File: src/rtl/vc_link_tx.sv
// vc_link_tx: virtual-channel link transmitter with wormhole lock and a one-slot registered output stage
// Build option RAVENOC_VC_RR_ARB_EN: round-robin arbitration in IDLE; undefined gives fixed priority (highest VC wins)
// Ports: clk, arst (async active-high); vc_valid_i/vc_fdata_i/vc_ready_o per-VC source handshake (VC v in slice v);
//        fdata_o/vc_id_o/valid_o registered link flit; ready_i per-VC readiness of the far-end buffers
module vc_link_tx #(
    parameter int N_VIRT_CHN = 3,
    parameter int FLIT_WIDTH = 34
) (
    input  logic                             clk,
    input  logic                             arst,
    input  logic [N_VIRT_CHN-1:0]            vc_valid_i,
    input  logic [N_VIRT_CHN*FLIT_WIDTH-1:0] vc_fdata_i,
    output logic [N_VIRT_CHN-1:0]            vc_ready_o,
    output logic [FLIT_WIDTH-1:0]            fdata_o,
    output logic [1:0]                       vc_id_o,
    output logic                             valid_o,
    input  logic [N_VIRT_CHN-1:0]            ready_i
);
    localparam int PW = $clog2(N_VIRT_CHN);
    typedef enum logic {IDLE, LOCKED} state_t;
    state_t state, state_nx;
    logic [PW-1:0] lock_vc, lock_vc_nx, gnt_idx;
    logic [N_VIRT_CHN-1:0] elig, cand;
    logic [3:0] rdy_ext;
    logic [FLIT_WIDTH-1:0] sel;
    logic load_en, acc, is_head, is_tail;
    // widened so vc_id_o can index it for any channel count
    assign rdy_ext = 4'(ready_i);
    assign load_en = !valid_o || rdy_ext[vc_id_o];
    assign cand = vc_valid_i & elig;
    assign acc = |cand && load_en;
    assign sel = vc_fdata_i[int'(gnt_idx)*FLIT_WIDTH +: FLIT_WIDTH];
    assign is_head = sel[FLIT_WIDTH-1:FLIT_WIDTH-2] == 2'b00;
    assign is_tail = sel[FLIT_WIDTH-1:FLIT_WIDTH-2] == 2'b11;
    always_comb begin
        vc_ready_o = '0;
        vc_ready_o[gnt_idx] = acc && !arst;
    end
`ifdef RAVENOC_VC_RR_ARB_EN
    logic [PW-1:0] ptr;
    always_ff @(posedge clk or posedge arst)
        if (arst) ptr <= '0;
        else if (acc && is_tail) ptr <= (int'(gnt_idx) == N_VIRT_CHN-1) ? '0 : gnt_idx + 1'b1;
    // descending scan so the candidate closest above ptr is the last (winning) assignment
    always_comb begin
        gnt_idx = '0;
        for (int i = N_VIRT_CHN-1; i >= 0; i--)
            if (cand[(int'(ptr)+i) % N_VIRT_CHN]) gnt_idx = PW'((int'(ptr)+i) % N_VIRT_CHN);
    end
`else
    always_comb begin
        gnt_idx = '0;
        for (int v = 0; v < N_VIRT_CHN; v++)
            if (cand[v]) gnt_idx = PW'(v);
    end
`endif
    always_ff @(posedge clk or posedge arst)
        if (arst) begin
            state <= IDLE;
            lock_vc <= '0;
        end else begin
            state <= state_nx;
            lock_vc <= lock_vc_nx;
        end
    // while locked only lock_vc can be granted, so any accepted tail belongs to it
    always_comb begin
        state_nx = state;
        lock_vc_nx = lock_vc;
        if (acc && state == IDLE && is_head) begin
            state_nx = LOCKED;
            lock_vc_nx = gnt_idx;
        end else if (acc && state == LOCKED && is_tail) begin
            state_nx = IDLE;
        end
    end
    always_comb begin
        elig = (state == LOCKED) ? '0 : '1;
        if (state == LOCKED) elig[lock_vc] = 1'b1;
    end
    always_ff @(posedge clk or posedge arst)
        if (arst) begin
            valid_o <= 1'b0;
            fdata_o <= '0;
            vc_id_o <= '0;
        end else if (load_en) begin
            valid_o <= acc;
            if (acc) begin
                fdata_o <= sel;
                vc_id_o <= 2'(gnt_idx);
            end
        end
endmodule

File: config.mk
export PLATFORM = sky130hd
export DESIGN_NAME = vc_link_tx
export DESIGN_NICKNAME = d
export VERILOG_FILES = /design/src/rtl/vc_link_tx.sv
export SDC_FILE = /design/constraint.sdc
export NUM_CORES = 1
export LEC_CHECK = 0
export BUFFER_PORTS_ARGS = -buffer_cell sky130_fd_sc_hd__buf_4
export CAP_MARGIN = 20
export CORE_MARGIN = 2
export CORE_UTILIZATION = 40
export CTS_BUF_LIST = sky130_fd_sc_hd__clkbuf_16
export DETAILED_ROUTE_END_ITERATION = 7
export PLACE_DENSITY = 0.9
export SLEW_MARGIN = 20
export SYNTH_ARGS = -nofsm -noshare
export SYNTH_HDL_FRONTEND = slang
export SYNTH_SLANG_ARGS = --single-unit
File: constraint.sdc
create_clock -name clk -period 2.41 [get_ports clk]
set_clock_uncertainty 0.2 [all_clocks]
set_input_delay 0.241 -clock clk [delete_from_list [all_inputs] [get_ports clk]]
set_output_delay 0.241 -clock clk [all_outputs]
set_load 0.005 [all_outputs]
======== Word-level counts from Yosys, hierarchy flattened ========
Cells that the tools add are included.
word-level totals
  register bits after elaboration ......... 40
  bits of input ports ..................... 110
  output and inout bits ................... 40
operators by class
  multiply operators ...................... 1
  magnitude comparators ................... 5
  eq/ne operators ......................... 1
  shift operators ......................... 1
  muxes and demuxes ....................... 12
  bitwise logic cells ..................... 4
  reduce and logical (&&, ||, !) cells .... 15
operator list
  kind                                                               number
  variable part select 102 x 9 -> 34 bit                             1
  < comparator 2 x 3 -> 1 bit, second input constant                 3
  logical AND 1 bit                                                  8
  multiplier 2 x 5 -> 7 bit, second input constant                   1
  AND 3 bit                                                          2
  two-way mux 1 bit                                                  6
  two-way mux 3 bit                                                  2
  demux 1 bit (select 2 bit)                                         2
  greater-or-equal comparator 2 x 1 -> 1 bit, second input constant  2
  OR 3 bit                                                           1
  OR reduction 3 bit                                                 1
  binary-select mux 1 bit (select 2 bit)                             1
  == test 2 bit, second input constant                               1
  zero test 1 bit                                                    2
  zero test 2 bit                                                    1
  two-way mux 2 bit                                                  1
  AND reduction 2 bit                                                1
  nonzero test 2 bit                                                 1
  logical OR 1 bit                                                   1
  NOT 1 bit                                                          1

======== Logic depth before layout (Yosys ltp) ========
  depth after elaboration ................. 15
  mapped depth ............................ 7
  depth with buffers taken out ............ 6

======== Worst setup path before layout ========
OpenSTA, ideal clock, no wires.
  path type ............................... reg2reg
  from .................................... register lock_vc[0]
  to ...................................... register lock_vc[1]
  arrival time ............................ 1862 ps
  required time ........................... 2085 ps
  slack ................................... 223 ps
  cell stages (with the launch flop) ...... 7
  path buffers ............................ 0
  clock period less this slack ............ 2187 ps
  cell sequence ........................... dfrtp_1 nand2b_1 a21boi_2 a21oi_1 a211o_1 or3_4 mux2_4
between the ends
  word-level cells in the longest chain between the ends .. 13
  elaborated cells between the ends (all ways) .. 17
  those cells by class .................... 1 x mul; 2 x order compare; 1 x shift; 5 x mux; 2 x bitwise; 6 x reduce/logical
RTL lines
  item                                                                                                                    RTL line  source
  start: declaration                                                                                                      22        logic [PW-1:0] lock_vc, lock_vc_nx, gnt_idx;
  start signal: assignment                                                                                                63        lock_vc <= lock_vc_nx;
  < comparator 2 x 3 -> 1 bit (implied by the code) / greater-or-equal comparator 2 x 1 -> 1 bit (equally long branches)  78        if (state == LOCKED) elig[lock_vc] = 1'b1;
  logical AND 1 bit (implied by the code)                                                                                 78
  two-way mux 1 bit (implied by the code)                                                                                 78
  demux 1 bit (select 2 bit) (*)                                                                                          78
  OR 3 bit (no line) (*)                                                                                                  --
  two-way mux 3 bit (*)                                                                                                   78
  AND 3 bit (*)                                                                                                           30        assign cand = vc_valid_i & elig;
  two-way mux 1 bit                                                                                                       54        if (cand[v]) gnt_idx = PW'(v);
  two-way mux 2 bit                                                                                                       54
  multiplier 2 x 5 -> 7 bit                                                                                               32        assign sel = vc_fdata_i[int'(gnt_idx)*FLIT_WIDTH +: FLIT_WIDTH];
  variable part select 102 x 9 -> 34 bit                                                                                  32
  zero test 2 bit                                                                                                         33        assign is_head = sel[FLIT_WIDTH-1:FLIT_WIDTH-2] == 2'b00;
  logical AND 1 bit                                                                                                       69        if (acc && state == IDLE && is_head) begin
Mark *: on every way between the ends. The rest lies on a longest branch, timed or not.
A chain may end at the register's enable or synchronous reset.

======== Worst setup path in the final report ========
  from .................................... register lock_vc[1]
  to ...................................... output port vc_ready_o[1]
between the ends
  word-level cells in the longest chain between the ends .. 14
  elaborated cells between the ends (all ways) .. 19
  those cells by class .................... 4 x order compare; 7 x mux; 3 x bitwise; 5 x reduce/logical
RTL lines
  item                                                                                                                    RTL line  source
  < comparator 2 x 3 -> 1 bit (implied by the code) / greater-or-equal comparator 2 x 1 -> 1 bit (equally long branches)  78
  logical AND 1 bit (implied by the code)                                                                                 78
  two-way mux 1 bit (implied by the code)                                                                                 78
  demux 1 bit (select 2 bit) (*)                                                                                          78
  OR 3 bit (no line) (*)                                                                                                  --
  two-way mux 3 bit (*)                                                                                                   78
  AND 3 bit (*)                                                                                                           30
  two-way mux 1 bit                                                                                                       54
  two-way mux 2 bit                                                                                                       54
  < comparator 2 x 3 -> 1 bit (implied by the code) / greater-or-equal comparator 2 x 1 -> 1 bit (equally long branches)  37        vc_ready_o[gnt_idx] = acc && !arst;
  logical AND 1 bit                                                                                                       37
  two-way mux 1 bit (implied by the code)                                                                                 37
  demux 1 bit (select 2 bit)                                                                                              37
  AND 3 bit (no line) (*)                                                                                                 --
  end: declaration                                                                                                        13        output logic [N_VIRT_CHN-1:0] vc_ready_o,
Marks and branches as above.

==> run metrics <==
area enclosed by the die boundary 0.00569 mm²; DR pass1 iterations 6; number of antenna violations at the first check in global routing 0; FF-to-FF Start state$_DFFE_PP0P_; wire length per cell 15.9 µm; area of the multi-input gates 967 µm²; Mapped Avg Cell Area 9.62 µm²; critical path data arrival time 1.86 ns; clock-pin slew on the worst setup and hold paths 0.06 ns; gpl congestion 0.865; core footprint 0.00482 mm²; Relative slew margins 58.4%; sum of negative setup slack 0 ns; required time of the critical path 1.97 ns; path depth of the worst reg2reg path 7; Routed Wire Length 6.88 mm; Post-DP HPWL 5.10 mm; Tightest Pin Transition 0.621 ns; worst hold path class input port to flip-flop; clk buf depth 2; Clock Sink Count 40; count of placed standard cells including taps 420; Layout Cell Area excl Fill 0.00345 mm²; endpoint type of the worst setup path primary output; post-synthesis sequential element count 40; number of global-route vias before repair 2278; Syn-to-layout area delta 69.3%; gr usage total 23.3%; I/O pin total 150; sequential share of the synthesized area 49.1%; standby leakage power 0.00172 µW; global-route wire length before repair 10.1 mm; power density cells 1180 mW/mm²; endpoint with the worst hold slack fdata_o[23]$_DFFE_PP0P_; Final nets 475; final number of setup-violating endpoints 0; remaining antenna violation count 0; Synthesized Nets 322; Post-Synthesis Cells 212; worst hold path startpoint vc_fdata_i[91]; Yosys warnings 0; final number of max-transition violations 0; # diodes 0; min Tclk post-route 2.30 ns; die extent in x 75.4 µm; final cell count without fillers 433; number of CTS-inserted buffers 5; grt total ovfl 0; worst hold stages 2; RR Endpoint lock_vc[1]$_DFFE_PP0P_; share of the core filled with cells 71.7%; register-to-register setup slack 0.12 ns; via-per-instance ratio 5.42; fraction of final layout cells sized beyond drive strength 1 47.8%; Iter 0 DRT Violations 235; num rows 25; number of buffers inserted by port buffering 149; share of the clock period used by the worst path 95.4%; startpoint-to-endpoint class of the critical path flip-flop to primary output; type of origin of the critical path flip-flop; max-capacitance violation count 0; result of the run finished, final reports clean; CTS tree done; effective utilization at floorplan 42.3%; largest net degree at the start of global routing 72; Max Clk Rate 435 MHz; critical-path maximum fanout 71; post-synthesis instance area 0.00204 mm²; insertion delay to the later sink of the worst-skew pair 0.27 ns; routed vias 2345; Die Ht 75.4 µm; fill cell total of the finished layout 398; number of levels the H-tree was split into 2; count of unique library cells instantiated by Yosys 35; Final Hold Viols 0; footprint of the flip-flops and latches 0.00100 mm²; maximum vdd drop 0.000781 V; residual DRC count 0; clock root buffer clkbuf_16; area post-placement 0.00325 mm²
## kinds of logic after synthesis
| logic type | synth area share, % |
|---|---|
| buf+inv | 3.99 |
| compound gates | 31.5 |
| mux | 2.27 |
| simple gates | 13.2 |
| flops | 49.1 |
## power by group
group / leakage (µW) / internal (µW) / total [µW] / switching, µW
clock network: 0.0000738 / 372 / 611 / 240
logic: 0.00116 / 1110 / 2220 / 1110
registers: 0.000487 / 1020 / 1230 / 216
## flip-flops by register name, summed over array words and instances (netlist names)
| name | count |
|---|---|
| fdata_o | 34 |
| lock_vc | 2 |
| vc_id_o | 2 |
| state | 1 |
| valid_o | 1 |
## critical path: stages (launching register included)
cell and delay, ns:
dfrtp_1 0.44, nand2b_1 0.19, a31oi_2 0.24, nand3_2 0.15, buf_12 0.23, nor3_1 0.19, buf_4 0.14
## synth_stat cells (all sizes together)
cell    number  area [µm²]
a211o        1        8.76
a21bo        1        10.0
a21boi       3        30.0
a21o         2        15.0
a21oi        2        10.0
a221o        5        50.1
a222oi      16         160
a22o         1        8.76
a22oi        9        67.6
a31oi        1        6.26
buf          3        13.8
clkbuf      14        52.6
dfrtp       40        1000
inv          4        15.0
mux2         2        26.3
mux2i        2        20.0
nand2       37         139
nand2b       2        12.5
nand3        1        10.0
nand3b       1        7.51
nor2        15        56.3
nor2b        1        6.26
nor3         4        20.0
o211ai       1        7.51
o21ai       21         105
o221a        1        11.3
o221ai       4        41.3
o22ai        8        50.1
o31ai        8        60.1
or2          1        6.26
or3          1        11.3
## routing by layer
metal | share of wire, % | global-route usage, % | up-vias
li1 | - | - | 1123
met1 | 38 | 25.9 | 1091
met2 | 52 | 43.0 | 122
met3 | 9.4 | 6.61 | 9
met4 | 1.0 | 7.21 | 0
met5 | 0 | 0 | -
## metrics by stage
step | hold WS (ns) | total power [µW] | worst slack [ns]
final | 0.0114 | 4060 | 0.110
after global routing | 0.00677 | 4380 | -0.000501
after CTS | 0.00784 | 4060 | 0.0678
after detailed placement | 0.0974 | 3420 | 0.123
after global placement | 0.0905 | 3320 | 0.222
after floorplan | 0.186 | 2440 | 0.223
## cell usage in the layout (no fill, tap or decap), types with 2 or more instances in the layout
cell type and n:
o221ai_1 3, o31ai_1 8, clkbuf_16 5, dfrtp_1 40, nor3_1 4, a22oi_1 9, nor2_1 15, a21boi_2 2
inv_1 5, o21ai_0 21, nand2b_1 2, a221o_1 5, nand2_1 37, mux2i_1 2, clkinv_1 2, buf_4 157
a21o_1 2, dlygate4sd3_1 5, a222oi_1 16, o22ai_1 8
## final cells by class
type | instances | share of cell area [%]
sequential | 40 | 29.0
inverter | 4 | 0.435
timing repair buffer | 163 | 36.2
multi-input combinational | 151 | 28.0
tap | 67 | 2.43
clock inverter | 3 | 0.326
clock buffer | 5 | 3.62
## how the worst max path moves through the flow
stage,startpoint,slack (ns),end,cells after the start
floorplan,lock_vc[0]$_DFFE_PP0P_,0.22,lock_vc[1]$_DFFE_PP0P_,6
global placement,lock_vc[0]$_DFFE_PP0P_,0.22,lock_vc[1]$_DFFE_PP0P_,6
detailed placement,state$_DFFE_PP0P_,0.12,lock_vc[1]$_DFFE_PP0P_,7
CTS,lock_vc[1]$_DFFE_PP0P_,0.07,vc_ready_o[1],6
global route,lock_vc[1]$_DFFE_PP0P_,-0.0005,vc_ready_o[0],6
finish,lock_vc[1]$_DFFE_PP0P_,0.11,vc_ready_o[1],6
## what timing repair did
action / 4_1_cts / 5_1_grt
hold endpoints to repair: 20 / 0
buffers inserted: 0 / 0
setup endpoints to repair: 2 / 2
resized for setup: 1 / 4
hold buffers: 5 / 0
Power figures use the tool's default switching activity.
